$ cat src/rtl/fault_diff_collector_pkg.sv
// fault_diff_collector_pkg: shared state enum, default width and popcount width helper.
package fault_diff_collector_pkg;
  localparam int DATA_W_DEF = 128;
  typedef enum logic [1:0] {IDLE, HAVE_GOLD, CALC, HOLD} state_t;
  function automatic int pop_w(input int w);
    return $clog2(w + 1);
  endfunction
endpackage

$ cat src/rtl/fault_diff_collector_popcount.sv
// popcount: combinational count of set bits in a DATA_W-wide word.
module popcount
  import fault_diff_collector_pkg::*;
#(
  parameter int DATA_W = DATA_W_DEF
) (
  input  logic [DATA_W-1:0]        i_data,
  output logic [pop_w(DATA_W)-1:0] o_cnt
);
  localparam int PW = pop_w(DATA_W);
  always_comb begin
    o_cnt = '0;
    for (int i = 0; i < DATA_W; i++) o_cnt = o_cnt + PW'(i_data[i]);
  end
endmodule

$ cat src/rtl/fault_diff_collector.sv
// fault_diff_collector: pairs golden and faulty ciphertexts at the same fault location
// and emits their XOR difference with byte mask and popcount.
module fault_diff_collector
  import fault_diff_collector_pkg::*;
#(
  parameter int DATA_W = DATA_W_DEF,
  parameter int CNT_W  = 8
) (
  input  logic                      CLK_50,
  input  logic                      RST_N,
  input  logic                      ct_valid,
  output logic                      ct_ready,
  input  logic [DATA_W-1:0]         ct_data,
  input  logic                      ct_fault,
  input  logic [6:0]                ct_loc,
  output logic                      out_valid,
  input  logic                      out_ready,
  output logic [DATA_W-1:0]         out_diff,
  output logic [DATA_W/8-1:0]       out_byte_mask,
  output logic [pop_w(DATA_W)-1:0]  out_popcnt,
  output logic [6:0]                out_loc,
  output logic                      pair_err,
  output logic [CNT_W-1:0]          pair_cnt
);
  localparam int PW = pop_w(DATA_W);
  state_t              r_state, w_next;
  logic                r_live;
  logic [DATA_W-1:0]   r_gold, r_fault;
  logic [6:0]          r_loc;
  logic                w_xfer, w_err, w_ld_gold, w_ld_fault;
  logic [DATA_W-1:0]   w_diff;
  logic [DATA_W/8-1:0] w_mask;
  logic [PW-1:0]       w_pop;

  // r_live keeps ct_ready low while reset is held and until the first edge after release
  assign ct_ready   = r_live && (r_state == IDLE || r_state == HAVE_GOLD);
  assign out_valid  = r_state == HOLD;
  assign w_xfer     = ct_valid && ct_ready;
  assign w_ld_gold  = w_xfer && !ct_fault;
  assign w_ld_fault = w_xfer && ct_fault && r_state == HAVE_GOLD && ct_loc == r_loc;
  assign w_err      = w_xfer && ct_fault && !w_ld_fault;
  assign w_diff     = r_gold ^ r_fault;

  genvar b;
  generate
    for (b = 0; b < DATA_W / 8; b++) begin : g_mask
      assign w_mask[b] = |w_diff[8*b +: 8];
    end
  endgenerate

  popcount #(.DATA_W(DATA_W)) u_pop (.i_data(w_diff), .o_cnt(w_pop));

  always_comb begin
    w_next = r_state;
    case (r_state)
      IDLE:      w_next = w_ld_gold ? HAVE_GOLD : IDLE;
      HAVE_GOLD: w_next = w_ld_fault ? CALC : HAVE_GOLD;
      CALC:      w_next = HOLD;
      HOLD:      w_next = out_ready ? IDLE : HOLD;
      default:   w_next = IDLE;
    endcase
  end

  always_ff @(posedge CLK_50 or negedge RST_N) begin
    if (!RST_N) begin
      r_state       <= IDLE;
      r_live        <= 1'b0;
      r_gold        <= '0;
      r_fault       <= '0;
      r_loc         <= '0;
      out_diff      <= '0;
      out_byte_mask <= '0;
      out_popcnt    <= '0;
      out_loc       <= '0;
      pair_err      <= 1'b0;
      pair_cnt      <= '0;
    end else begin
      r_state  <= w_next;
      r_live   <= 1'b1;
      pair_err <= w_err;
      if (w_ld_gold) begin
        r_gold <= ct_data;
        r_loc  <= ct_loc;
      end
      if (w_ld_fault) r_fault <= ct_data;
      if (r_state == CALC) begin
        out_diff      <= w_diff;
        out_byte_mask <= w_mask;
        out_popcnt    <= w_pop;
        out_loc       <= r_loc;
      end
      if (r_state == HOLD && out_ready) pair_cnt <= pair_cnt + 1'b1;
    end
  end
endmodule

$ cat config.mk
export PLATFORM = sky130hd
export DESIGN_NAME = fault_diff_collector
export DESIGN_NICKNAME = d
export VERILOG_FILES = /design/src/rtl/fault_diff_collector_pkg.sv /design/src/rtl/fault_diff_collector_popcount.sv /design/src/rtl/fault_diff_collector.sv
export SDC_FILE = /design/constraint.sdc
export NUM_CORES = 1
export LEC_CHECK = 0
export CORE_ASPECT_RATIO = 1.5
export CORE_UTILIZATION = 40
export CTS_BUF_LIST = sky130_fd_sc_hd__clkbuf_16
export CTS_CLUSTER_SIZE = 12
export DETAILED_ROUTE_END_ITERATION = 6
export GPL_TIMING_DRIVEN = 0
export PLACE_DENSITY = 0.62
export SKIP_CTS_REPAIR_TIMING = 1
export SYNTH_ARGS = -nofsm -noshare
export SYNTH_HDL_FRONTEND = slang
export SYNTH_HIERARCHICAL = 1
export SYNTH_SLANG_ARGS = --single-unit
export TNS_END_PERCENT = 5
$ cat constraint.sdc
create_clock -name CLK_50 -period 7.8 [get_ports CLK_50]
set_input_delay 1.17 -clock CLK_50 [delete_from_list [all_inputs] [get_ports CLK_50]]
set_output_delay 1.17 -clock CLK_50 [all_outputs]
set_load 0.01 [all_outputs]
* Yosys cells after proc, flatten, opt, wreduce, memory -nomap -nowiden
Cells that the tools add are included.
** Word-level totals
- Output and inout bits :: 170
- Memories kept :: 0
- Register bits after elaboration :: 434
- Memory bits (writable) :: 0
- Bits in read-only memories :: 0
- Input port bits :: 140
- Word-level logic and storage cells :: 176
- Latch bits :: 0
** Operators by class
- Muxes and demuxes :: 4
- Shift-type cells :: 0
- Divide/modulo/power cells :: 0
- Reductions and logical operators :: 28
- Eq/ne operators :: 4
- Order comparisons :: 0
- Add/subtract/negate cells :: 128
- Multipliers :: 0
- Bitwise gates (word level) :: 1
** Operators by type and width (count)
- adder 8 x 1 -> 8 bit :: 126
- OR reduction 8 bit :: 16
- bitwise XOR 128 bit :: 1
- adder 8 x 1 -> 8 bit, second input constant :: 1
- logical AND 1 bit :: 8
- one-hot mux 2 bit (4 select lines) :: 1
- equality test 7 bit :: 1
- equality test 2 bit, second input constant :: 2
- 2-to-1 mux 2 bit :: 2
- adder 1 x 1 -> 2 bit :: 1
- equality test 2 x 1 -> 1 bit, second input constant :: 1
- logical NOT 1 bit :: 2
- logical NOT 2 bit :: 1
- logical OR 1 bit :: 1
- 2-to-1 mux 1 bit :: 1

* Logic depth before layout (Yosys ltp)
Gate-level depths: netlist of the first run.
- Depth in word-level cells :: 128
- Gate-level depth with buffers :: 29
- Gate-level depth less buffers :: 29

* Modules after synthesis
The synthesis of the first run kept the hierarchy.
** By module, submodules not included
- fault_diff_collector :: sequential area each 10860.4 sq um, times used 1, area an instance 17744.5 sq um, cells each 1408
- popcount :: sequential area each 0.0 sq um, times used 1, area an instance 3393.3 sq um, cells each 330

* Least setup slack after synthesis of the first run
Ideal clock, no wire load.
- Path type :: reg2reg
- Start :: register r_fault[113]
- End :: register out_popcnt[6]
- Required time :: 7.675 ns
- Slack :: 0.515 ns
- Path buffers :: 0
- Stages on the path, launching flop included :: 28
- Clock period less this slack :: 7.285 ns
- Library setup time :: 0.125 ns
- Arrival time :: 7.160 ns
- Cells stage by stage :: dfrtp_1 -> xnor2_1 -> inv_1 -> fa_1 -> fa_1 -> inv_1 -> fa_1 -> inv_1 -> fa_1 -> inv_1 -> fa_1 -> inv_1 -> fa_1 -> inv_1 -> fa_1 -> inv_1 -> fa_1 -> inv_1 -> fa_1 -> fa_1 -> inv_1 -> ha_1 -> fa_1 -> a211oi_2 -> o21bai_1 -> a21oi_1 -> xnor2_1 -> mux2_2
** On the way
- Cells in the longest elaborated chain, start to end :: 16
** RTL lines
- from (decl) :: RTL line fault_diff_collector.sv:28 : logic [DATA_W-1:0] r_gold, r_fault;
- from (signal assigned) :: RTL line fault_diff_collector.sv:85 : if (w_ld_fault) r_fault <= ct_data;
- bitwise XOR 128 bit :: RTL line fault_diff_collector.sv:42 : assign w_diff = r_gold ^ r_fault;
- net w_diff[113] :: RTL line fault_diff_collector.sv:31 : logic [DATA_W-1:0] w_diff;
- adder 8 x 1 -> 8 bit (15 in a row) :: RTL line fault_diff_collector_popcount.sv:13 : for (int i = 0; i < DATA_W; i++) o_cnt = o_cnt + PW'(i_data[i]);
- net w_pop[6] :: RTL line fault_diff_collector.sv:33 : logic [PW-1:0] w_pop;
- to (signal assigned) :: RTL line fault_diff_collector.sv:89 : out_popcnt <= w_pop;
- to (decl) :: RTL line fault_diff_collector.sv:20 : output logic [pop_w(DATA_W)-1:0] out_popcnt,
The timed path passes the listed nets, and every way through them passes these cells.
A chain may end at the register's enable or synchronous reset.

* Final worst setup path of the first run
- Start :: register r_fault[69]
- End :: register out_popcnt[6]
** On the way
- Cells in the longest elaborated chain, start to end :: 60
** RTL lines (RTL line)
- bitwise XOR 128 bit :: fault_diff_collector.sv:42
- net w_diff[69] :: fault_diff_collector.sv:31
- adder 8 x 1 -> 8 bit (59 in a row) :: fault_diff_collector_popcount.sv:13
- net w_pop[6] :: fault_diff_collector.sv:33
The timed path passes the listed nets, and every way through them passes these cells.

==> flow_summary.yaml, run 1 <==
sta:
  slew-limit-headroom_pct: 12.2
  hold_violations: 0
  finalWorstSetupSlack_ns: 0.222
  final.min_clock_period_ns: 7.58
  rsz0062_at_grt: "yes"
  slew_viol_final: 0
  finalSetupTns_ns: 0
  fmax_mhz: 132
  setup_viol: 0
  period_share_pct: 97.1
  worst_pin_slew_ns: 1.32
  fin_skew_ns: 0.0275
grt:
  grtUsageTotal_pct: 21.5
  grt_pass1_wl_um: 87000
  grt_pass1_vias: 14900
  antenna_found_initial: 4
  overflow: 0
  grt_max_degree: 117
worst_setup_path:
  worstSetupPathType: "register to register"
  rr_worst_depth: 25
  r2r_end: "out_popcnt[6]"
  start_kind: "register"
  startpoint: "r_fault[69]"
  worstSetupEndpointType: "register"
  reg2reg_from: "r_fault[69]"
  ff2ff_setup_slack_ns: 0.22
  required_ns: 8.26
  cp_max_fo: 3
  cp.arrival_ns: 8.04
floorplanning:
  coreArea_um2: 51900
  die_w_um: 190
  io_pins: 310
  die_h_um: 284
  die_area_um2: 53800
  initial_core_util_pct: 40.7
  num_rows: 102
placement:
  pre_cts_ws_ns: -0.140
  hpwl_um: 43400
  numPortBuffers: 309
  routabilityCongestion: 0.799
  place_inst: 2727
synth:
  synth_cells: 1738
  synth_top_family_by_area: "multiplexers"
  synthMuxAreaShare_pct: 14.9
  syn-num-nets: 2019
  synthesis.area_per_instance_um2: 12.2
  ys_seq_elements: 434
  synth_adder_area_share_pct: 12.4
  yosys_warnings: 6
  synth_area_leaders: "dfrtp_1 (51%), fa_1 (11%), mux2_2 (10%)"
  synthesis.area_um2: 21100
  synth_cell_type_count: 33
  yosysTopAreaCell: "dfrtp_1"
  yosys.area.top_type_share_pct: 51.4
  async_reset_ff_share_pct: 100
  synth_ff_type: "dfrtp_1"
  synth_xor_area_share_pct: 6.09
  ys_seq_area_share_pct: 51.4
  synth-compound-area-share_pct: 3.87
  synth_simple_gate_area_share_pct: 4.45
  synth_edf_count: 0
cts:
  cts_max_level: 2
  cts.path.max_buffers: 3
  cts-root-buf: "clkbuf_16"
  cts_tree: "done"
  clkSlewWorstSetupHoldPaths_ns: 0.07
  cts_made_buffers: 45
  clock-sinks: 434
  insertion_delay_ns: 0.57
layout:
  layout_commonest_cell: "dfrtp_1"
  stdcell_count: 2807
  fin_nets: 2383
  layout_common_cells: "dfrtp_1 (434), clkdlybuf4s50_1 (308), inv_1 (307), mux2_2 (192), nand2_1 (146)"
  area_growth_pct: 26.3
  drive_gt1_share_pct: 14.7
worst_hold_path:
  holdCritPathClass: "input port to async pin"
flow_run:
  maxCapViolCount: 0
routing:
  via_per_inst: 4.79
  dr.first_iter.drc_count: 412
  via_count: 13400
  antenna_left: 0
  drt-pass1-iter-count: 5
  postRouteWirelength_um: 56000
  wire_per_inst_um: 19.9
  remaining_drc_errors: 0
outcome:
  status: "finished clean"
-- area by class of cell --
cell class	count	area (um2)
inverters	298	1120
clock buffers	47	1180
flip-flops and latches	434	10900
diodes	4	10.0
plain buffers	63	342
repair buffers	317	3240
multi-input cells	943	8990
clock inverters	25	111
well taps	676	846
fillers	4620	25300
-- how the worst max path moves through the flow --
| stage | end | cells after the start | slack, ns |
|---|---|---|---|
| 2_1_floorplan | out_popcnt[6] | 27 | 0.52 |
| 3_3_place_gp | out_loc[4] | 1 | -13.17 |
| 3_5_place_dp | out_popcnt[6] | 25 | -0.14 |
| 4_1_cts | out_popcnt[6] | 25 | -0.14 |
| 5_1_grt | out_popcnt[6] | 25 | -0.03 |
| 6_report | out_popcnt[6] | 25 | 0.22 |
-- registers in the layout (all words and copies together) (netlist names), 2 cells and up --
signal	count
out_diff	128
r_fault	128
r_gold	128
out_byte_mask	16
out_popcnt	8
pair_cnt	8
out_loc	7
r_loc	7
r_state	2
-- layer usage --
layer  track usage (%)  part of all wire [%]
met2              39.8                    54
met1              24.1                    37
met3              3.18                   4.0
met5                 0                     0
met4              9.23                   4.3
-- per-stage QoR --
stage               utilization, %  hold WS (ns)  instance area (um2)
floorplan                        -         0.480                21100
global placement              48.3         0.461                25100
detailed placement            48.5         0.470                25200
CTS                           51.0         0.427                26500
global route                  51.4         0.440                26700
finish                        51.4         0.451                26700
-- cell usage after synthesis (4+ instances only) --
master,instances
o21ai_0,145
xnor2_1,143
a21oi_1,4
fa_1,115
mux2_2,192
buf_6,9
mux2_1,87
a21o_1,4
nand2_1,146
inv_1,298
ha_1,26
buf_4,5
nand3_1,7
xor2_1,4
clkbuf_1,33
buf_2,15
nand4_1,35
dfrtp_1,434
nor2_1,21
-- cells by family after synthesis --
logic type / after synthesis
flops: 434
buf+inv: 361
mux: 279
simple gates: 217
compound gates: 158
xor+xnor: 147
fa+ha+maj: 141
other cells: 1
-- critical path, cell delays in order, from the launching register on --
cell      delay [ns]
dfrtp_1         0.40
xnor2_1         0.40
inv_1           0.12
fa_1            0.47
fa_1            0.49
inv_1           0.05
fa_1            0.50
inv_1           0.06
fa_1            0.52
inv_1           0.06
fa_1            0.48
inv_1           0.05
fa_1            0.53
fa_1            0.47
fa_1            0.50
inv_1           0.05
fa_1            0.46
fa_1            0.49
inv_1           0.04
ha_2            0.18
fa_2            0.37
a211oi_2        0.19
o21bai_1        0.11
a21oi_1         0.16
xnor2_1         0.08
mux2_2          0.25
Power of run 1 is left out: the tool's default activity adds up to more than one toggle a clock period on the data nets, which glitch-free logic cannot reach.
==> run 2: changes to the inputs <==
--- a/config.mk
+++ b/config.mk
@@ -7,7 +7,6 @@
 export LEC_CHECK = 0
 export CORE_ASPECT_RATIO = 1.5
 export CORE_UTILIZATION = 40
-export CTS_BUF_LIST = sky130_fd_sc_hd__clkbuf_16
 export CTS_CLUSTER_SIZE = 12
 export DETAILED_ROUTE_END_ITERATION = 6
 export GPL_TIMING_DRIVEN = 0
==> flow_summary.yaml, run 2 (same netlist as run 1, synthesis figures left out) <==
floorplanning:
  die_h_um: 284
  io_pins: 310
  die_w_um: 190
  initial_core_util_pct: 40.7
  num_rows: 102
  die_area_um2: 53800
  coreArea_um2: 51900
sta:
  setup_viol: 0
  slew-limit-headroom_pct: 13.1
  rsz0062_at_grt: "yes"
  slew_viol_final: 0
  period_share_pct: 97.0
  final.min_clock_period_ns: 7.56
  worst_pin_slew_ns: 1.30
  fin_skew_ns: 0.0283
  hold_violations: 0
  fmax_mhz: 132
  finalWorstSetupSlack_ns: 0.236
placement:
  numPortBuffers: 309
  pre_cts_ws_ns: -0.140
  hpwl_um: 43400
  routabilityCongestion: 0.799
layout:
  layout_commonest_cell: "dfrtp_1"
  layout_common_cells: "dfrtp_1 (434), clkdlybuf4s50_1 (308), inv_1 (295), mux2_2 (192), nand2_1 (146)"
  fillers: 4605
  seqCellArea_um2: 10900
  multi_input_area_um2: 8990
  fin_nets: 2383
  area_growth_pct: 26.6
  drive_gt1_share_pct: 15.0
  reg_top3: "out_diff: 128 flops, r_fault: 128 flops, r_gold: 128 flops"
routing:
  via_count: 13400
  remaining_drc_errors: 0
  drt-pass1-iter-count: 4
  dr.first_iter.drc_count: 444
  wire_per_inst_um: 19.9
  postRouteWirelength_um: 56000
  via_per_inst: 4.77
  antenna_left: 0
worst_setup_path:
  worstSetupEndpointType: "register"
  worstSetupPathType: "register to register"
  cp_max_fo: 3
  r2r_end: "out_popcnt[6]"
  required_ns: 8.26
  start_kind: "register"
  cp.arrival_ns: 8.02
  rr_worst_depth: 25
  ff2ff_setup_slack_ns: 0.24
  reg2reg_from: "r_fault[69]"
cts:
  cts_tree: "done"
  insertion_delay_ns: 0.57
  clkSlewWorstSetupHoldPaths_ns: 0.07
  cts_max_level: 2
  cts.path.max_buffers: 3
  clock-sinks: 434
  cts_made_buffers: 45
  cts-root-buf: "clkbuf_16"
outcome:
  status: "finished clean"
grt:
  grt_max_degree: 117
  grt_pass1_vias: 14900
  grt_pass1_wl_um: 87000
  overflow: 0
  grtUsageTotal_pct: 21.5
  antenna_found_initial: 4
worst_hold_path:
  holdCritPathClass: "input port to async pin"
flow_run:
  maxCapViolCount: 0
-- run 2: cell count changes in the layout (fill, tap and decap cells not counted), sizes merged --
cell | previous run | this run
clkbuf | 80 | 99
inv | 311 | 299
clkinv | 11 | 4
-- run 2: layout make-up --
class                           instances  area share [%]
Inverter                              298            4.18
Timing Repair Buffer                  317            12.1
Multi-Input combinational cell        943            33.6
Sequential cell                       434            40.6
Clock buffer                           66            4.92
Tap cell                              676            3.16
Buffer                                 63            1.28
Antenna cell                            4          0.0374
Clock inverter                          6           0.150
-- run 2: worst max-delay path by stage --
stage	depth (start not counted)	startpoint	end	slack, ns
3_3_place_gp	1	RST_N	out_loc[4]	-13.17
4_1_cts	25	r_fault[95]	out_popcnt[6]	-0.14
6_report	25	r_fault[69]	out_popcnt[6]	0.24
5_1_grt	25	r_gold[95]	out_popcnt[6]	-0.03
3_5_place_dp	25	r_fault[95]	out_popcnt[6]	-0.14
2_1_floorplan	27	r_fault[113]	out_popcnt[6]	0.52
-- run 2: worst max-delay path, stage by stage, from the launching register on --
cell	delay [ns]
dfrtp_1	0.40
xnor2_1	0.40
inv_1	0.12
fa_1	0.47
fa_1	0.49
inv_1	0.05
fa_1	0.50
inv_1	0.06
fa_1	0.52
inv_1	0.06
fa_1	0.48
inv_1	0.05
fa_1	0.53
fa_1	0.47
fa_1	0.50
inv_1	0.05
fa_1	0.46
fa_1	0.49
inv_1	0.04
ha_2	0.18
fa_2	0.37
a211oi_2	0.19
o21bai_1	0.11
a21oi_1	0.16
xnor2_1	0.08
mux2_2	0.25
-- run 2: per-layer routing --
metal / share of wire, % / vias to the layer above / global-route usage, %
li1: - / 6220 / -
met1: 37 / 6789 / 24.1
met2: 54 / 287 / 39.8
met3: 4.1 / 102 / 3.18
met4: 4.3 / 0 / 9.46
met5: 0 / - / 0
-- run 2: metrics by stage --
step	hold WS, ns	instances	utilization [%]	instance area, um2	TNS [ns]
3_5_place_dp	0.470	2727	48.5	25200	-0.158
6_report	0.451	2807	51.5	26800	0
4_1_cts	0.427	2799	51.1	26500	-0.186
2_1_floorplan	0.480	1738	-	21100	0
5_1_grt	0.440	2807	51.5	26800	-0.0280
3_3_place_gp	0.461	2723	48.3	25100	-5682.32
Power of run 2 is left out for the same reason.
